--- config.mk ---
export PLATFORM = sky130hd
export DESIGN_NAME = piso_tx
export DESIGN_NICKNAME = d
export VERILOG_FILES = /design/src/rtl/piso_tx_pkg.sv /design/src/rtl/piso_tx_bit_timer.sv /design/src/rtl/piso_tx.sv
export SDC_FILE = /design/constraint.sdc
export NUM_CORES = 1
export LEC_CHECK = 0
export ABC_AREA = 1
export BUFFER_PORTS_ARGS = -buffer_cell sky130_fd_sc_hd__buf_2
export CAP_MARGIN = 20
export CORE_ASPECT_RATIO = 0.75
export CORE_MARGIN = 8
export CORE_UTILIZATION = 61
export CTS_BUF_LIST = sky130_fd_sc_hd__clkbuf_8 sky130_fd_sc_hd__clkbuf_16
export DETAILED_ROUTE_END_ITERATION = 16
export PLACE_DENSITY = 0.81
export SYNTH_ARGS = -nofsm -noshare
export SYNTH_HDL_FRONTEND = slang
export SYNTH_SLANG_ARGS = --single-unit
--- constraint.sdc ---
create_clock -name clk -period 2.05 [get_ports clk]
set_input_delay 0.1025 -clock clk [delete_from_list [all_inputs] [get_ports clk]]
set_output_delay 0.1025 -clock clk [all_outputs]
set_load 0.01 [all_outputs]
--- src/rtl/piso_tx_pkg.sv ---
// Shared types and width helpers for the piso_tx serial transmitter.
package piso_tx_pkg;

    // Frame sequencing states; every non-idle state holds tx_line for one bit period.
    typedef enum logic [2:0] {
        ST_IDLE   = 3'd0,
        ST_START  = 3'd1,
        ST_DATA   = 3'd2,
        ST_PARITY = 3'd3,
        ST_STOP   = 3'd4
    } tx_state_e;

    // Width of a counter that must hold 0..n-1; never narrower than one bit.
    function automatic int cnt_width(input int n);
        return (n > 1) ? $clog2(n) : 1;
    endfunction

endpackage

--- src/rtl/piso_tx_bit_timer.sv ---
// Bit-period timer: counts 0..CLKS_PER_BIT-1 and flags the last cycle of each period.
module bit_timer
    import piso_tx_pkg::*;
#(
    parameter int CLKS_PER_BIT = 4
) (
    input  logic clk,
    input  logic rst_n,
    input  logic clear,
    output logic tick
);

    localparam int               CNT_W    = cnt_width(CLKS_PER_BIT);
    localparam logic [CNT_W-1:0] CNT_LAST = CNT_W'(CLKS_PER_BIT - 1);
    localparam logic [CNT_W-1:0] CNT_ONE  = CNT_W'(1);

    logic [CNT_W-1:0] cnt_q;
    logic [CNT_W-1:0] cnt_d;
    logic             at_last;

    assign at_last = (cnt_q == CNT_LAST);

    // While cleared the count parks at zero so the first period after release is full length.
    assign tick = at_last && !clear;

    // Next count: hold at zero when cleared, wrap at the terminal count, else advance.
    always_comb begin
        cnt_d = cnt_q;
        if (clear || at_last) begin
            cnt_d = '0;
        end else begin
            cnt_d = cnt_q + CNT_ONE;
        end
    end

    // Count register.
    always_ff @(posedge clk or negedge rst_n) begin
        if (!rst_n) begin
            cnt_q <= '0;
        end else begin
            cnt_q <= cnt_d;
        end
    end

endmodule

--- src/rtl/piso_tx.sv ---
// Parallel-in serial-out transmitter: start bit, DATA_W data bits LSB first,
// optional even parity, stop bit. All outputs come straight from flops.
module piso_tx
    import piso_tx_pkg::*;
#(
    parameter int DATA_W       = 8,
    parameter int CLKS_PER_BIT = 4,
    parameter int PARITY_EN    = 1
) (
    input  logic              clk,
    input  logic              rst_n,
    input  logic [DATA_W-1:0] tx_data,
    input  logic              tx_valid,
    output logic              tx_ready,
    output logic              tx_line,
    output logic              busy
);

    localparam int                IDX_W    = cnt_width(DATA_W);
    localparam logic [IDX_W-1:0]  IDX_LAST = IDX_W'(DATA_W - 1);
    localparam logic [IDX_W-1:0]  IDX_ONE  = IDX_W'(1);
    localparam bit                HAS_PAR  = (PARITY_EN != 0);

    tx_state_e         state_q,    state_d;
    logic [DATA_W-1:0] shift_q,    shift_d;
    logic              parity_q,   parity_d;
    logic [IDX_W-1:0]  idx_q,      idx_d;
    logic              tx_line_q,  tx_line_d;
    logic              tx_ready_q, tx_ready_d;
    logic              busy_q,     busy_d;

    logic              tick;
    logic              timer_clear;
    logic              accept;

    // The timer is held in reset while idle so START always gets a full bit period.
    assign timer_clear = (state_q == ST_IDLE);
    assign accept      = tx_valid && tx_ready_q;

    bit_timer #(
        .CLKS_PER_BIT (CLKS_PER_BIT)
    ) u_bit_timer (
        .clk   (clk),
        .rst_n (rst_n),
        .clear (timer_clear),
        .tick  (tick)
    );

    assign tx_ready = tx_ready_q;
    assign tx_line  = tx_line_q;
    assign busy     = busy_q;

    // Next-state logic; tx_line_d is the level of the bit the next state will drive.
    always_comb begin
        state_d    = state_q;
        shift_d    = shift_q;
        parity_d   = parity_q;
        idx_d      = idx_q;
        tx_line_d  = tx_line_q;
        tx_ready_d = tx_ready_q;
        busy_d     = busy_q;

        case (state_q)
            ST_IDLE: begin
                tx_line_d  = 1'b1;
                tx_ready_d = 1'b1;
                busy_d     = 1'b0;
                if (accept) begin
                    state_d    = ST_START;
                    shift_d    = tx_data;
                    parity_d   = ^tx_data;
                    idx_d      = '0;
                    tx_line_d  = 1'b0;
                    tx_ready_d = 1'b0;
                    busy_d     = 1'b1;
                end
            end

            ST_START: begin
                if (tick) begin
                    state_d   = ST_DATA;
                    tx_line_d = shift_q[0];
                end
            end

            ST_DATA: begin
                if (tick) begin
                    if (idx_q == IDX_LAST) begin
                        if (HAS_PAR) begin
                            state_d   = ST_PARITY;
                            tx_line_d = parity_q;
                        end else begin
                            state_d   = ST_STOP;
                            tx_line_d = 1'b1;
                        end
                    end else begin
                        idx_d     = idx_q + IDX_ONE;
                        shift_d   = shift_q >> 1;
                        tx_line_d = shift_d[0];
                    end
                end
            end

            ST_PARITY: begin
                if (tick) begin
                    state_d   = ST_STOP;
                    tx_line_d = 1'b1;
                end
            end

            ST_STOP: begin
                if (tick) begin
                    state_d    = ST_IDLE;
                    tx_line_d  = 1'b1;
                    tx_ready_d = 1'b1;
                    busy_d     = 1'b0;
                end
            end

            default: begin
                state_d    = ST_IDLE;
                tx_line_d  = 1'b1;
                tx_ready_d = 1'b1;
                busy_d     = 1'b0;
            end
        endcase
    end

    // State and output registers; reset aborts any frame and returns the line high.
    always_ff @(posedge clk or negedge rst_n) begin
        if (!rst_n) begin
            state_q    <= ST_IDLE;
            shift_q    <= '0;
            parity_q   <= 1'b0;
            idx_q      <= '0;
            tx_line_q  <= 1'b1;
            tx_ready_q <= 1'b1;
            busy_q     <= 1'b0;
        end else begin
            state_q    <= state_d;
            shift_q    <= shift_d;
            parity_q   <= parity_d;
            idx_q      <= idx_d;
            tx_line_q  <= tx_line_d;
            tx_ready_q <= tx_ready_d;
            busy_q     <= busy_d;
        end
    end

endmodule
==> out/summary.md, run 1 <==
The worst register-to-register path begins at state_q[0]. The worst register-to-register path ends at shift_q[0]. Yosys attributes the largest share of cell area to dfrtp_1 (36%), nand2_1 (22%), o21ai_2 (7.8%). The transition time of the tightest slew-check pin works out to 0.481 ns.

The cell sitting at the root of the clock tree is a clkbuf_8. The area fraction of the dominant cell type after synthesis was 0.365. In the final routed layout, each cell accounts on average for 11.7 um.

The clock transition time at the flip-flop clock pins of the worst setup and hold paths was 0.07 ns; the area of the mapped netlist was 0.00123 mm^2. The run finished with clean final reports. The tools report the number of remaining DRC errors as 0.

For the synthesized netlist cell count, the log shows 169. The worst setup path is launched from a flop. Pin placement for this block handled 14 I/O pins. For flop-to-flop paths, the worst setup slack is 0.27 ns.

Of all nets on the critical path, the largest fanout is 22. For this design the static power due to leakage is 0.772 nW. The first detailed-routing pass ran for 4 iterations.

The number of cells on the worst reg-to-reg path is 7. The run gives 0 as the number of routed nets with antenna violations. The tree built by TritonCTS fans out to 20 sinks. The number of DRC markers in iteration 0 is 64, and the largest voltage drop on the vdd net is 0.870 mV. Dividing total power by cell area gives a power density of 1580 mW/mm^2. The number of fillers in the final layout was 175; the maximum number of pins on one net before global-route repair was 23. The number of antenna violations at the first check in global routing is 0, and the setup fix buffers added after clock tree synthesis is 0.

The critical path is of the flop to flop type. Yosys mapped a number of flops with a built-in enable equal to 0. Cell internal power was estimated by the tool at 1.14 mW. Across all hold checks on the routed design, the worst slack comes to 0.122 ns. TritonCTS built the clock tree. Critical path capture point type: a flop. For the part of the power in the clock network, the log shows 0.139. Synthesis instantiated 20 different standard cells from the library.

The count of endpoints failing hold in the final timing report was 0; the final critical-path share of the clock period was 0.869. A synthesized cell averages 7.31 um^2. Along the worst hold path, the cell count comes to 3. The number of synthesized register bits was 20; the final layout net count was 198. The tools report the wire length of the first global-routing pass as 4510 um.

The type of the worst min-delay path is primary input to flop. The tools report the remaining global-route overflow as 0. Summed over all nets, the switching power comes to 1.00 mW.

STA puts the critical path data required time at 2.23 ns. Setup repair after global routing left no endpoint under its margin. The final setup skew was 0.00375 ns; the least setup slack across all paths after layout was 0.269 ns. The logs give 0 ns for the final total negative setup slack and 562 MHz for the maximum clock frequency.

The final critical path time including I/O delays and setup came out at 1.78 ns. The die height works out to 55.0 um. For this run, the leading register cell type out of synthesis is dfrtp_1. The overall routing resource usage is 0.156. Share of layout cells above drive strength 1: 0.202.

The proportion of power drawn by flip-flops and latches came out at 0.347. The combinational power share was 0.514. For the worst setup path, the data arrival time is 1.96 ns.

Buffers inserted during clock tree synthesis total 3. The synthesis-to-layout area growth came out at 9.83%. The antenna diode instance count is 0. Port buffering added 13 buffers. Register area share after synthesis: 0.407. The design draws 2.15 mW. The die is 68.0 um wide. The tool flagged a number of max-cap violations equal to 0. The async set-or-reset flop fraction in the synthesized netlist came out at 1.00. The maximum buffer depth of the clock tree is 2, and the number of levels the H-tree was split into is 1. The worst hold path begins at tx_data[7]. The floorplan has 14 rows.

The via count is 1071. dfrtp_1 takes more of the synthesized area than any other cell. Sorting the synthesized cells by how often they occur yields nand2_1 (71), inv_1 (19), dfrtp_1 (18). The detailed placement HPWL is 1810 um.

The max-slew violation count is 0, and the clock insertion delay at the later pin of the skew report is 0.26 ns. The most instantiated library cell after synthesis is nand2_1. Tracing the worst setup path back leads to its startpoint at state_q[0].

Before CTS, the worst setup slack after placement is 0.339 ns. The final layout contains routed wiring with a total length of 2430 um. The fraction of the core area covered by cells at the end of the flow is 0.691, and the net switching share of the total power is 0.468. Core area: 0.00196 mm^2. Yosys printed 0 warnings. The worst hold path terminates at shift_q[7].

The tools report the post-synth net total as 183. The remaining max-slew budget at the tightest pin was 0.678; the number of global-route vias before repair was 1076. The run gives 0.945 as the final weighted congestion in routability-driven placement.

Setup violations remaining at the end of the flow were counted as 0. Dividing the detail-routed via count by the number of cells gives 5.17. The die covers 0.00374 mm^2. The tools report the starting utilization of the core area as 0.629.
kinds of logic (layout without fill, tap and decap cells):
| family | Yosys count | in the layout | synth area share |
|---|---|---|---|
| fa+ha+maj | 3 | 3 | 0.0304 |
| buf+inv | 25 | 39 | 0.0952 |
| simple gates | 98 | 98 | 0.337 |
| flops | 20 | 20 | 0.407 |
| compound gates | 22 | 22 | 0.123 |
| xor+xnor | 1 | 1 | 0.00709 |
worst max-delay path, stage by stage (launching register included):
cell,delay (ns)
dfrtp_1,0.51
nor2_1,0.27
nand3_1,0.15
nand2_1,0.11
inv_1,0.07
nand2_2,0.37
nand2_1,0.13
o21ai_2,0.08
per-stage QoR:
| stage | instance area [um^2] | instances |
|---|---|---|
| 2_1_floorplan | 1230 | 169 |
| 3_3_place_gp | 1290 | 202 |
| 3_5_place_dp | 1290 | 202 |
| 4_1_cts | 1360 | 207 |
| 5_1_grt | 1360 | 207 |
| 6_report | 1360 | 207 |
sequential cells by signal (all words and copies together) (netlist names):
name and count:
idx_q 3, parity_q 1, u_bit_timer.cnt_q 2, tx_ready 1
busy 1, shift_q 8, state_q 3, tx_line 1
layer usage:
layer | GRT usage | wire (um) | up-vias
li1 | - | - | 552
met1 | 0.194 | 1200 | 474
met2 | 0.261 | 1060 | 38
met3 | 0.0402 | 144 | 7
met4 | 0.0508 | 22 | 0
met5 | 0 | 0 | -
power by group through the flow:
stage	Clock [mW]	Combinational, mW	Sequential, mW
after detailed placement	0	1.09	0.742
after global placement	0	1.05	0.735
after global routing	0.318	1.28	0.770
after CTS	0.303	1.10	0.740
after floorplan	0	1.01	0.702
final	0.298	1.10	0.745
worst max path at each step:
stage / to
2_1_floorplan: shift_q[1]
3_3_place_gp: shift_q[1]
3_5_place_dp: shift_q[2]
4_1_cts: shift_q[0]
5_1_grt: shift_q[0]
6_report: shift_q[0]
layout make-up:
cell class	instances	area, um^2	area share
Multi-Input combinational cell	124	614	0.453
Sequential cell	20	503	0.371
Inverter	21	78.8	0.0581
Timing Repair Buffer	14	75.1	0.0554
Clock buffer	4	55.1	0.0406
Tap cell	24	30.0	0.0221
what timing repair did:
item | 4_1_cts | 5_1_grt
hold endpoints to repair | 18 | 0
endpoints found under the setup margin | 0 | 0
hold buffers | 1 | 0
resized for setup | 0 | 0
cells in the final DEF, fill, tap and decap left out, drive strengths merged:
master and count:
a21oi 2, buf 13, clkbuf 4, dfrtp 18, dfstp 2, dlygate4sd3 1, ha 3, inv 21
nand2 74, nand3 7, nand3b 1, nand4 2, nor2 13, o21ai 20, or2 1, xnor2 1
Power figures use the tool's default switching activity.
==> run 2, diff against run 1 <==
- REMOVE_ABC_BUFFERS: default -> 1
==> run 2 against run 1 <==
Register-to-register slack gained 0.02 ns. Critical path type unchanged. Largest power group unchanged. Critical path depth increased by 1. Cell count down 0.48%. Maximum frequency rose by 1.4%. Critical endpoint unchanged. Via count down 5.1%. Clock power shrank 17%.
==> out/summary.md, run 2 (synthesis results as in run 1) <==
For the number of remaining DRC errors, the log shows 0 (unchanged). On the critical path, the stage with the largest delay is an instance of dfrtp_1. The arrival time at the worst endpoint was 1.88 ns (-0.08 ns). The horizontal die dimension is 68.0 um (unchanged), and the post-placement setup slack is 0.340 ns (+0.000797 ns).

For the number of global-route vias before repair, the log shows 955 (-11%). More flip-flops sit in one register than any other, and that register is shift_q. The net switching share of the total power works out to 0.468 (+0.000633). The flip-flop count of the largest register, all copies and words added works out to 8 (unchanged). For the number of placed I/O pins, the log shows 14 (unchanged).

The final routed wirelength across all metal layers was 2200 um (-9.4%). The run gives 0.29 ns (+0.02 ns) as the reg2reg setup slack. The clock transition time at the flip-flop clock pins of the worst setup and hold paths was 0.07 ns (about the same); the placed instance count was 202 (unchanged). Clock insertion delay at the later pin of the skew report: 0.25 ns (about the same). STA classifies the critical path endpoint as a flop. The sum of buffers and inverters on the critical path was 1 (unchanged); the first-pass iteration count of the detailed router was 4 (unchanged). The logs give 0 (unchanged) for the number of max-cap violations and 3 (unchanged) for the number of buffers created by CTS.

The most frequent cell on the critical path is nand2_1. The run gives 20 (unchanged) as the clock sink count. The proportion of power drawn by flip-flops and latches is 0.358 (+0.011). The tools report the maximum number of pins on one net before global-route repair as 23 (unchanged).

Compared with the post-synthesis result, the final layout area differs by 8.71%. Number of DRC markers in iteration 0: 38 (-41%). Share of layout cells above drive strength 1: 0.198 (-0.00438). Category of the most critical setup path: flop to flop. The endpoint with the worst hold slack is shift_q[7].

The worst register-to-register path begins at idx_q[0]. For the starting utilization of the core area, the log shows 0.629 (unchanged). The largest registers in the layout are shift_q (8), idx_q (3), state_q (3).

The detail-routed via count per cell came out at 4.93 (-4.7%). The tools report the cell-internal power as 1.10 mW (-3.5%). The run gives 0.00374 mm^2 (unchanged) as the area of the die. Clock tree synthesis selected as its root buffer the cell clkbuf_8. For the combinational power share, the log shows 0.523 (+0.009). The transition time of the tightest slew-check pin was 0.479 ns (-0.00161 ns). TritonCTS built the clock tree. The core area is 0.00196 mm^2 (unchanged), and the die height is 55.0 um (unchanged).

The final critical path time including I/O delays and setup is 1.76 ns (-0.0247 ns). STA classifies the critical path startpoint as a flop. The number of levels the H-tree was split into was 1 (unchanged). The run gives 0 (unchanged) as the post-cts repair resize count. In this run the most used layer during global routing was met2. The logs give 0.765 nW (-0.93%) for the reported leakage power and 0.952 (+0.76%) for the final weighted congestion in routability-driven placement. The number of standard cells in the final layout excluding fillers is 206 (-0.48%). For the max-slew violation count, the log shows 0 (unchanged).

Setup repair after global routing left no endpoint under its margin. Worst reg2reg path endpoint: shift_q[0]. Traced cell by cell, the critical path runs through ha_1 -> ha_1 -> inv_1 -> nand2_1 -> nand2_1 -> nand2_2 -> nand2_1 -> o21ai_2.

The hold-fix buffer count after cts was 1 (unchanged). The detailed placement HPWL is 1730 um (-4.1%). The run gives 0.142 (-0.0140) as the overall routing resource usage. The total of buffers placed on input and output ports was 13 (unchanged); the part of the power in the clock network was 0.119 (-0.020). For the final total negative setup slack, the log shows 0 ns (unchanged). The final setup violation count is 0 (unchanged), and the number of placement rows is 14 (unchanged).

The worst reg2reg path depth is 8 (+1). The least setup slack across all paths after layout is 0.294 ns (+0.0247 ns), and the setup fix buffers added after clock tree synthesis is 0 (unchanged). The total net switching power is 971 uW (-3.3%), and the count of endpoints failing hold in the final timing report is 0 (unchanged). Type of the worst min-delay path: primary input to flop. The most common library cell in the layout ignoring fill and taps is nand2_1. The antenna diode instance count is 0 (unchanged).

The via count is 1016 (-5.1%). In the layout the commonest cells are nand2_1 (71), inv_1 (19), dfrtp_1 (18). The tools report the maximum buffer depth of the clock tree as 2 (unchanged). The number of routed nets with antenna violations came out at 0 (unchanged). The tools report the remaining max-slew budget at the tightest pin as 0.679 (+0.00108). The logs give 0.196 (+0.00168) for the met1 global-route usage and 4040 um (-11%) for the wire length of the first global-routing pass.

The final critical-path share of the clock period is 0.857 (-0.0120). The run finished with clean final reports. The run gives 0.997 mV (+15%) as the largest voltage drop on the vdd net. Cell depth of the worst hold path: 3 (unchanged). The run gives 0 (unchanged) as the remaining global-route overflow. The worst hold path begins at tx_data[7]. The power density over cell area came out at 1540 mW/mm^2 (-2.4%).

The routed wirelength normalized by instance count was 10.7 um (-9.0%). The category of cells accounting for the largest share of critical-path delay is simple AND/OR/NAND/NOR gates. The critical path data required time is 2.17 ns (-0.06 ns). The met3 routing resource usage after global routing came out at 0.0503 (+0.0101). The tools report the maximum clock frequency as 570 MHz (+1.4%). Final setup skew: 0.00675 ns (+0.00300 ns). The logs give 0 (unchanged) for the number of antenna violations at the first check in global routing and 198 (unchanged) for the final layout net count.

The largest stage delay on the critical path is 0.41 ns (-0.10 ns), and the peak fanout along the critical path is 22 (unchanged). The fraction of met2 tracks used by global routing was 0.210 (-0.0513).
-- run 2: changes by cell type in the layout (fill, tap and decap cells not counted), sizes merged --
cell / delta
clkbuf: -1
-- run 2: worst max-delay path by stage --
stage               slack [ns]       start  cells past startpoint    endpoint
floorplan                 0.52    idx_q[0]                      8    idx_q[0]
global placement          0.38    idx_q[0]                      8  shift_q[0]
detailed placement        0.34    idx_q[0]                      8  shift_q[4]
CTS                       0.29    idx_q[0]                      8    idx_q[1]
global route              0.13  state_q[0]                      7  shift_q[6]
finish                    0.29    idx_q[0]                      8  shift_q[0]
-- run 2: area by class of cell --
type,count,area [um^2]
clock buffer,3,41.3
fill,154,619
inverter,21,78.8
multi-input combinational,124,614
sequential,20,503
tap,24,30.0
timing repair buffer,14,75.1
-- run 2: power groups by stage --
stage	sequential, mW	clock (mW)	combinational [mW]
after floorplan	0.725	0	0.871
after global placement	0.737	0	1.06
after detailed placement	0.746	0	1.08
after CTS	0.740	0.249	1.09
after global routing	0.770	0.264	1.28
final	0.742	0.246	1.08
-- run 2: per-stage QoR --
step	utilization	cell area [um^2]	total power, mW	hold WS (ns)
6_report	0.684	1340	2.07	0.128
5_1_grt	0.684	1340	2.31	0.130
4_1_cts	0.684	1340	2.08	0.132
3_5_place_dp	0.658	1290	1.83	0.0712
3_3_place_gp	0.658	1290	1.79	0.0669
2_1_floorplan	-	1200	1.60	-0.193
-- run 2: worst min-delay path, stage by stage --
cell and delay, ns:
buf_2 0.11, nand2_1 0.08, o21ai_2 0.06
-- run 2: metal layers --
| layer | up-vias | share of wire |
|---|---|---|
| met2 | 21 | 0.42 |
| met4 | 0 | 0.0036 |
| met1 | 442 | 0.53 |
| li1 | 551 | - |
| met5 | - | 0 |
| met3 | 2 | 0.044 |
